File: src/rtl/ybus_row_scheduler_if.sv
// Handshake/bus bundle between the row scheduler, the global buffer read
// port and the X-bus controllers. The scheduler uses the master modport and
// the surrounding logic uses the slave modport.
interface ybus_row_scheduler_if #(
  parameter int DATA_WIDTH = 16,
  parameter int NUM_ROW    = 4,
  parameter int BURST_MAX  = 256
);
  localparam int TAG_W = $clog2(NUM_ROW);
  localparam int LEN_W = $clog2(BURST_MAX + 1);

  logic                  start;
  logic [TAG_W-1:0]      row_first;
  logic [TAG_W-1:0]      row_last;
  logic [LEN_W-1:0]      burst_len;
  logic                  src_valid;
  logic [DATA_WIDTH-1:0] src_data;
  logic                  src_ready;
  logic                  flush;
  logic [TAG_W-1:0]      y_tag;
  logic                  bus_valid;
  logic [DATA_WIDTH-1:0] bus_data;
  logic                  bus_ready;
  logic                  busy;
  logic                  done;
  logic [31:0]           stall_cnt;

  modport master (
    input  start, row_first, row_last, burst_len,
    input  src_valid, src_data, bus_ready,
    output src_ready, flush, y_tag, bus_valid, bus_data,
    output busy, done, stall_cnt
  );

  modport slave (
    output start, row_first, row_last, burst_len,
    output src_valid, src_data, bus_ready,
    input  src_ready, flush, y_tag, bus_valid, bus_data,
    input  busy, done, stall_cnt
  );
endinterface

File: src/rtl/ybus_row_scheduler.sv
// ybus_row_scheduler: walks a configured range of PE rows, broadcasting each
// row tag with a flush pulse, waiting one settle cycle, then streaming
// burst_len global-buffer words onto the shared row bus through a single
// output register.
// Optional feature macro: YBUS_STALL_CNT_EN (bus back-pressure cycle counter).
module ybus_row_scheduler #(
  parameter int DATA_WIDTH = 16,
  parameter int NUM_ROW    = 4,
  parameter int NUM_COL    = 4,
  parameter int BURST_MAX  = 256
) (
  input  logic clk,
  input  logic rstn,
  ybus_row_scheduler_if.master bus_if
);
  localparam int TAG_W = $clog2(NUM_ROW);
  localparam int LEN_W = $clog2(BURST_MAX + 1);

  if (NUM_ROW < 2 || NUM_COL < 1) begin : g_bad_cfg
    $error("ybus_row_scheduler: NUM_ROW must be >= 2 and NUM_COL >= 1");
  end

  typedef enum logic [2:0] {
    S_IDLE,
    S_TAG,
    S_SETTLE,
    S_STREAM,
    S_DRAIN,
    S_DONE
  } state_t;

  state_t                r_state;
  logic [TAG_W-1:0]      r_row;
  logic [TAG_W-1:0]      r_row_last;
  logic [LEN_W-1:0]      r_burst_len;
  logic [LEN_W-1:0]      r_word_cnt;
  logic                  r_flush;
  logic                  r_done;
  logic                  r_busy;
  logic                  r_bus_valid;
  logic [DATA_WIDTH-1:0] r_bus_data;

  logic                  w_bus_free;
  logic                  w_src_ready;
  logic                  w_accept;
  logic [LEN_W-1:0]      w_cnt_inc;
  logic                  w_last_word;
  logic [TAG_W-1:0]      w_row_next;

  // Handshake decode: output register free, source acceptance, row wrap
  always_comb begin
    w_bus_free  = !r_bus_valid || bus_if.bus_ready;
    w_src_ready = (r_state == S_STREAM) && (r_word_cnt < r_burst_len) && w_bus_free;
    w_accept    = w_src_ready && bus_if.src_valid;
    w_cnt_inc   = r_word_cnt + 1'b1;
    w_last_word = (w_cnt_inc == r_burst_len);
    w_row_next  = (r_row == TAG_W'(NUM_ROW - 1)) ? '0 : r_row + 1'b1;
  end

  // Row sequencing FSM with registered flush/done/busy and latched pass config
  always_ff @(posedge clk or negedge rstn) begin
    if (!rstn) begin
      r_state     <= S_IDLE;
      r_row       <= '0;
      r_row_last  <= '0;
      r_burst_len <= '0;
      r_word_cnt  <= '0;
      r_flush     <= 1'b0;
      r_done      <= 1'b0;
      r_busy      <= 1'b0;
    end else begin
      r_flush <= 1'b0;
      r_done  <= 1'b0;
      case (r_state)
        S_IDLE: begin
          if (bus_if.start) begin
            r_row       <= bus_if.row_first;
            r_row_last  <= bus_if.row_last;
            r_burst_len <= bus_if.burst_len;
            r_word_cnt  <= '0;
            r_flush     <= 1'b1;
            r_busy      <= 1'b1;
            r_state     <= S_TAG;
          end
        end
        S_TAG: begin
          r_state <= S_SETTLE;
        end
        S_SETTLE: begin
          r_state <= (r_burst_len == '0) ? S_DRAIN : S_STREAM;
        end
        S_STREAM: begin
          if (w_accept) begin
            r_word_cnt <= w_cnt_inc;
            if (w_last_word) begin
              r_state <= S_DRAIN;
            end
          end
        end
        S_DRAIN: begin
          if (w_bus_free) begin
            if (r_row == r_row_last) begin
              r_done  <= 1'b1;
              r_state <= S_DONE;
            end else begin
              r_row      <= w_row_next;
              r_word_cnt <= '0;
              r_flush    <= 1'b1;
              r_state    <= S_TAG;
            end
          end
        end
        S_DONE: begin
          r_busy  <= 1'b0;
          r_state <= S_IDLE;
        end
        default: begin
          r_busy  <= 1'b0;
          r_state <= S_IDLE;
        end
      endcase
    end
  end

  // Single output register: load on source accept, clear when the bus takes it
  always_ff @(posedge clk or negedge rstn) begin
    if (!rstn) begin
      r_bus_valid <= 1'b0;
      r_bus_data  <= '0;
    end else if (w_accept) begin
      r_bus_valid <= 1'b1;
      r_bus_data  <= bus_if.src_data;
    end else if (bus_if.bus_ready) begin
      r_bus_valid <= 1'b0;
    end
  end

`ifdef YBUS_STALL_CNT_EN
  logic [31:0] r_stall_cnt;

  // Saturating count of cycles the row bus holds a word it cannot deliver
  always_ff @(posedge clk or negedge rstn) begin
    if (!rstn) begin
      r_stall_cnt <= '0;
    end else if (r_state == S_IDLE && bus_if.start) begin
      r_stall_cnt <= '0;
    end else if (r_bus_valid && !bus_if.bus_ready && r_stall_cnt != '1) begin
      r_stall_cnt <= r_stall_cnt + 1'b1;
    end
  end

  assign bus_if.stall_cnt = r_stall_cnt;
`else
  assign bus_if.stall_cnt = '0;
`endif

  assign bus_if.src_ready = w_src_ready;
  assign bus_if.flush     = r_flush;
  assign bus_if.y_tag     = r_row;
  assign bus_if.bus_valid = r_bus_valid;
  assign bus_if.bus_data  = r_bus_data;
  assign bus_if.busy      = r_busy;
  assign bus_if.done      = r_done;
endmodule

File: src/flat_wrapper.sv
// flat-port wrapper written by rule: the top's interface ports become plain ports
module ybus_row_scheduler_flat 
#(
  parameter int DATA_WIDTH = 16,
  parameter int NUM_ROW    = 4,
  parameter int NUM_COL    = 4,
  parameter int BURST_MAX  = 256
)
  (clk, rstn, bus_if_start, bus_if_row_first, bus_if_row_last, bus_if_burst_len, bus_if_src_valid, bus_if_src_data, bus_if_bus_ready, bus_if_src_ready, bus_if_flush, bus_if_y_tag, bus_if_bus_valid, bus_if_bus_data, bus_if_busy, bus_if_done, bus_if_stall_cnt);
  ybus_row_scheduler_if #(.DATA_WIDTH(DATA_WIDTH), .NUM_ROW(NUM_ROW), .BURST_MAX(BURST_MAX)) bus_if_i ();
  input  logic clk;
  input  logic rstn;
  input wire logic [$bits(bus_if_i.start)-1:0] bus_if_start;
  input wire logic [$bits(bus_if_i.row_first)-1:0] bus_if_row_first;
  input wire logic [$bits(bus_if_i.row_last)-1:0] bus_if_row_last;
  input wire logic [$bits(bus_if_i.burst_len)-1:0] bus_if_burst_len;
  input wire logic [$bits(bus_if_i.src_valid)-1:0] bus_if_src_valid;
  input wire logic [$bits(bus_if_i.src_data)-1:0] bus_if_src_data;
  input wire logic [$bits(bus_if_i.bus_ready)-1:0] bus_if_bus_ready;
  output wire logic [$bits(bus_if_i.src_ready)-1:0] bus_if_src_ready;
  output wire logic [$bits(bus_if_i.flush)-1:0] bus_if_flush;
  output wire logic [$bits(bus_if_i.y_tag)-1:0] bus_if_y_tag;
  output wire logic [$bits(bus_if_i.bus_valid)-1:0] bus_if_bus_valid;
  output wire logic [$bits(bus_if_i.bus_data)-1:0] bus_if_bus_data;
  output wire logic [$bits(bus_if_i.busy)-1:0] bus_if_busy;
  output wire logic [$bits(bus_if_i.done)-1:0] bus_if_done;
  output wire logic [$bits(bus_if_i.stall_cnt)-1:0] bus_if_stall_cnt;
  assign bus_if_i.start = bus_if_start;
  assign bus_if_i.row_first = bus_if_row_first;
  assign bus_if_i.row_last = bus_if_row_last;
  assign bus_if_i.burst_len = bus_if_burst_len;
  assign bus_if_i.src_valid = bus_if_src_valid;
  assign bus_if_i.src_data = bus_if_src_data;
  assign bus_if_i.bus_ready = bus_if_bus_ready;
  assign bus_if_src_ready = bus_if_i.src_ready;
  assign bus_if_flush = bus_if_i.flush;
  assign bus_if_y_tag = bus_if_i.y_tag;
  assign bus_if_bus_valid = bus_if_i.bus_valid;
  assign bus_if_bus_data = bus_if_i.bus_data;
  assign bus_if_busy = bus_if_i.busy;
  assign bus_if_done = bus_if_i.done;
  assign bus_if_stall_cnt = bus_if_i.stall_cnt;
  ybus_row_scheduler #(.DATA_WIDTH(DATA_WIDTH), .NUM_ROW(NUM_ROW), .NUM_COL(NUM_COL), .BURST_MAX(BURST_MAX)) u_core (.clk(clk), .rstn(rstn), .bus_if(bus_if_i));
endmodule
File: config.mk
export PLATFORM = sky130hd
export DESIGN_NAME = ybus_row_scheduler_flat
export DESIGN_NICKNAME = d
export VERILOG_FILES = /design/src/rtl/ybus_row_scheduler_if.sv /design/src/rtl/ybus_row_scheduler.sv /design/src/flat_wrapper.sv
export SDC_FILE = /design/constraint.sdc
export NUM_CORES = 1
export LEC_CHECK = 0
export BUFFER_PORTS_ARGS = -buffer_cell sky130_fd_sc_hd__buf_2
export CAP_MARGIN = 20
export CORE_ASPECT_RATIO = 0.8
export CORE_MARGIN = 2
export CORE_UTILIZATION = 51
export DETAILED_ROUTE_END_ITERATION = 10
export HOLD_SLACK_MARGIN = 0.08
export MAX_ROUTING_LAYER = met4
export PLACE_DENSITY = 0.84
export SYNTH_ARGS = -nofsm -noshare
export SYNTH_HDL_FRONTEND = slang
export SYNTH_SLANG_ARGS = --single-unit
export TNS_END_PERCENT = 50
File: constraint.sdc
create_clock -name clk -period 2.3 [get_ports clk]
set_input_delay 0.115 -clock clk [delete_from_list [all_inputs] [get_ports clk]]
set_output_delay 0.115 -clock clk [all_outputs]
set_load 0.01 [all_outputs]
==> impl_metrics.tcl <==
set metrics [dict create \
    status "complete, no violations" \
    relSlewSlack 0.645 \
    placeableCoreArea_mm2 0.00506 \
    design.portCount 89 \
    cts_tree "built" \
    chipHeight_um 69.1 \
    cts_buffers 5 \
    viasPerCell 5.19 \
    row_count 23 \
    endpoint_kind "output port" \
    clockBufferDepth 2 \
    clock_sinks 45 \
    gp_congestion 0.871 \
    hold_depth 3 \
    period_share 0.929 \
    avgSynthCellArea_um2 8.82 \
    tns_ns 0 \
    ys_seq_area_frac 0.417 \
    dieArea_mm2 0.00589 \
    power.density_mw_per_mm2 1040 \
    ys_async_sr_fraction 1.00 \
    hold_ws_ns 0.142 \
    crit_chain "inv_1 -> ha_1 -> a211oi_1 -> nand2_1 -> o2111ai_4 -> buf_4 -> and4_1 -> buf_2" \
    nNetsFinal 447 \
    drc 0 \
    fillers 416 \
    drtIter0Drc 105 \
    num_vias 2412 \
    fin_worst_skew_ns 0.0101 \
    power_mw 3.52 \
    max_freq_mhz 468 \
    cp_num_buf_inv 3 \
    setup_violations 0 \
    area_growth_pct 26.2 \
    wl_per_cell_um 13.9 \
    antenna_found_initial 0 \
    finalCriticalPeriod_ns 2.14 \
    overflow 0 \
    path_depth 8 \
    yosys_warnings 0 \
    cts_resized 0 \
    worst_hold_path_type "primary input to flip-flop" \
    cp_slowest_cell "dfrtp_1" \
    tightest_slew_ns 0.532 \
    worstPathRequired_ns 2.18 \
    finalNonFillerCells 465 \
    hold_viol 0 \
    hpwlAfterDp_um 4380 \
    drv_slew 0 \
    numPortBuffers 56 \
    routed_wl_um 6460 \
    clkTransAtPathRegs_ns 0.08 \
    synth_flop_cell "dfrtp_1" \
    insertion_delay_ns 0.30 \
    grt_pass1_wl_um 10500 \
    diodes 0 \
    rsz0062_at_grt "no" \
    crit_family "compound AO/OA/AOI/OAI gates" \
    start_util 0.533 \
    yosysUniqueCellTypes 44 \
    path_class "flip-flop to output port" \
    track_usage 0.227 \
    arrival_ns 2.02 \
    netlist_area_mm2 0.00270 \
    synth_edf_count 0 \
    drtPass1Iterations 5 \
    antenna_left 0 \
    path_max_fanout 4 \
    grt_pass1_vias 2276 \
    cap_violations 0 \
    r2r_cells 9 \
    cp-start-kind "flip-flop" \
    dp_cells 427 \
    cts_root_buf "clkbuf_8" \
    h-tree-depth 2 \
    fp.dieW_um 85.3 \
    leakagePower_nw 1.74 \
    synth-seq-cells 45 \
    slowest_delay_ns 0.36 \
    drive_gt1_frac 0.226 \
    ir_drop_mv 0.713 \
    synth_cells 306 \
    grt_max_degree 46 \
]
[area by class of cell]
cell class,count,area [µm²],area share
inverters,11,41.3,0.0121
clock buffers,6,82.6,0.0243
well taps,62,77.6,0.0228
multi-input cells,237,1340,0.395
flip-flops and latches,45,1130,0.331
clock inverters,2,13.8,0.00404
repair buffers,102,718,0.211
[metal layers]
layer	share of wire	global-route usage	vias to the layer above	routed length, µm
met5	0	-	-	0
met4	0.010	0.0441	0	66
met3	0.069	0.0383	7	444
met2	0.47	0.363	116	3060
met1	0.45	0.309	1117	2890
li1	-	-	1172	-
[synth_stat cells, types with 4 or more instances]
cell type,instances,area share
and3_1,5,0.012
buf_2,5,0.0093
xor2_1,5,0.016
nand2_1,78,0.11
ha_1,11,0.051
buf_4,35,0.097
nor2_1,9,0.013
o21ai_0,23,0.043
o31ai_1,5,0.014
clkbuf_1,4,0.0056
dfrtp_1,45,0.42
xnor2_1,6,0.019
nand3_1,4,0.0074
inv_1,11,0.015
nor3_1,7,0.013
a21oi_1,10,0.019
[cells by family after synthesis]
logic type,count (synthesis),synth area share
AOI/OAI and AO/OA,58,0.147
xor gates and xnor gates,11,0.0357
adders and majority gates,11,0.0510
buffers and inverters,55,0.128
DFF,45,0.417
muxes,3,0.0125
other,1,0.00139
and+or+nand+nor,122,0.207
[path summary, 6_finish.rpt]
kind / from / endpoint / slack [ns]
worst max-delay path: u_core.r_burst_len[4] / bus_if_src_ready / 0.16
worst min-delay path: bus_if_row_first[0] / u_core.bus_if.y_tag[0] / 0.14
worst max register to register: u_core.r_burst_len[3] / u_core.r_word_cnt[4] / 0.19
worst min register to register: u_core.bus_if.bus_data[4] / u_core.bus_if.bus_data[4] / 0.48
max in group asynchronous: rstn / u_core.r_state[1] / 1.48
min in group asynchronous: rstn / u_core.r_word_cnt[5] / 0.32
[power breakdown]
part	leakage [nW]	total, mW	internal [mW]	switching, mW
sequential	0.570	1.36	1.10	0.257
clock	0.0512	0.513	0.244	0.269
combinational	1.11	1.65	0.714	0.941
[worst min-delay path: stages]
cell and delay [ns]:
buf_2 0.10, a21oi_1 0.11, a21oi_1 0.08
[stage by stage]
step	setup WS, ns	cell area (µm²)	utilization
after floorplan	0.294	2810	-
after global placement	0.234	2990	0.590
after CTS	0.149	3380	0.667
after global routing	0.0293	3400	0.672
after detailed placement	0.217	2990	0.590
final	0.163	3400	0.672
[flip-flops by register name, summed over array words and instances, names as in the netlist]
name and count:
u_core.bus_if.bus_data 16, u_core.r_burst_len 9, u_core.r_word_cnt 9, u_core.r_state 3, u_core.bus_if.y_tag 2, u_core.r_row_last 2
u_core.bus_if.bus_valid 1, u_core.bus_if.busy 1, u_core.bus_if.done 1, u_core.bus_if.flush 1
[timing repair]
action / 4_1_cts / 5_1_grt
hold buffers: 29 / 0
buffers inserted: 0 / 0
hold endpoints to repair: 73 / 0
[placed cells by master (no fill, tap or decap), types with 6 or more instances in the layout]
| cell | instances |
|---|---|
| nor2_1 | 9 |
| dlygate4sd3_1 | 29 |
| xnor2_1 | 6 |
| dfrtp_1 | 45 |
| o21ai_0 | 23 |
| nor3_1 | 7 |
| ha_1 | 11 |
| clkbuf_8 | 6 |
| buf_2 | 56 |
| buf_4 | 16 |
| conb_1 | 32 |
| a21oi_1 | 10 |
| inv_1 | 11 |
| nand2_1 | 78 |
Power figures use the tool's default switching activity.
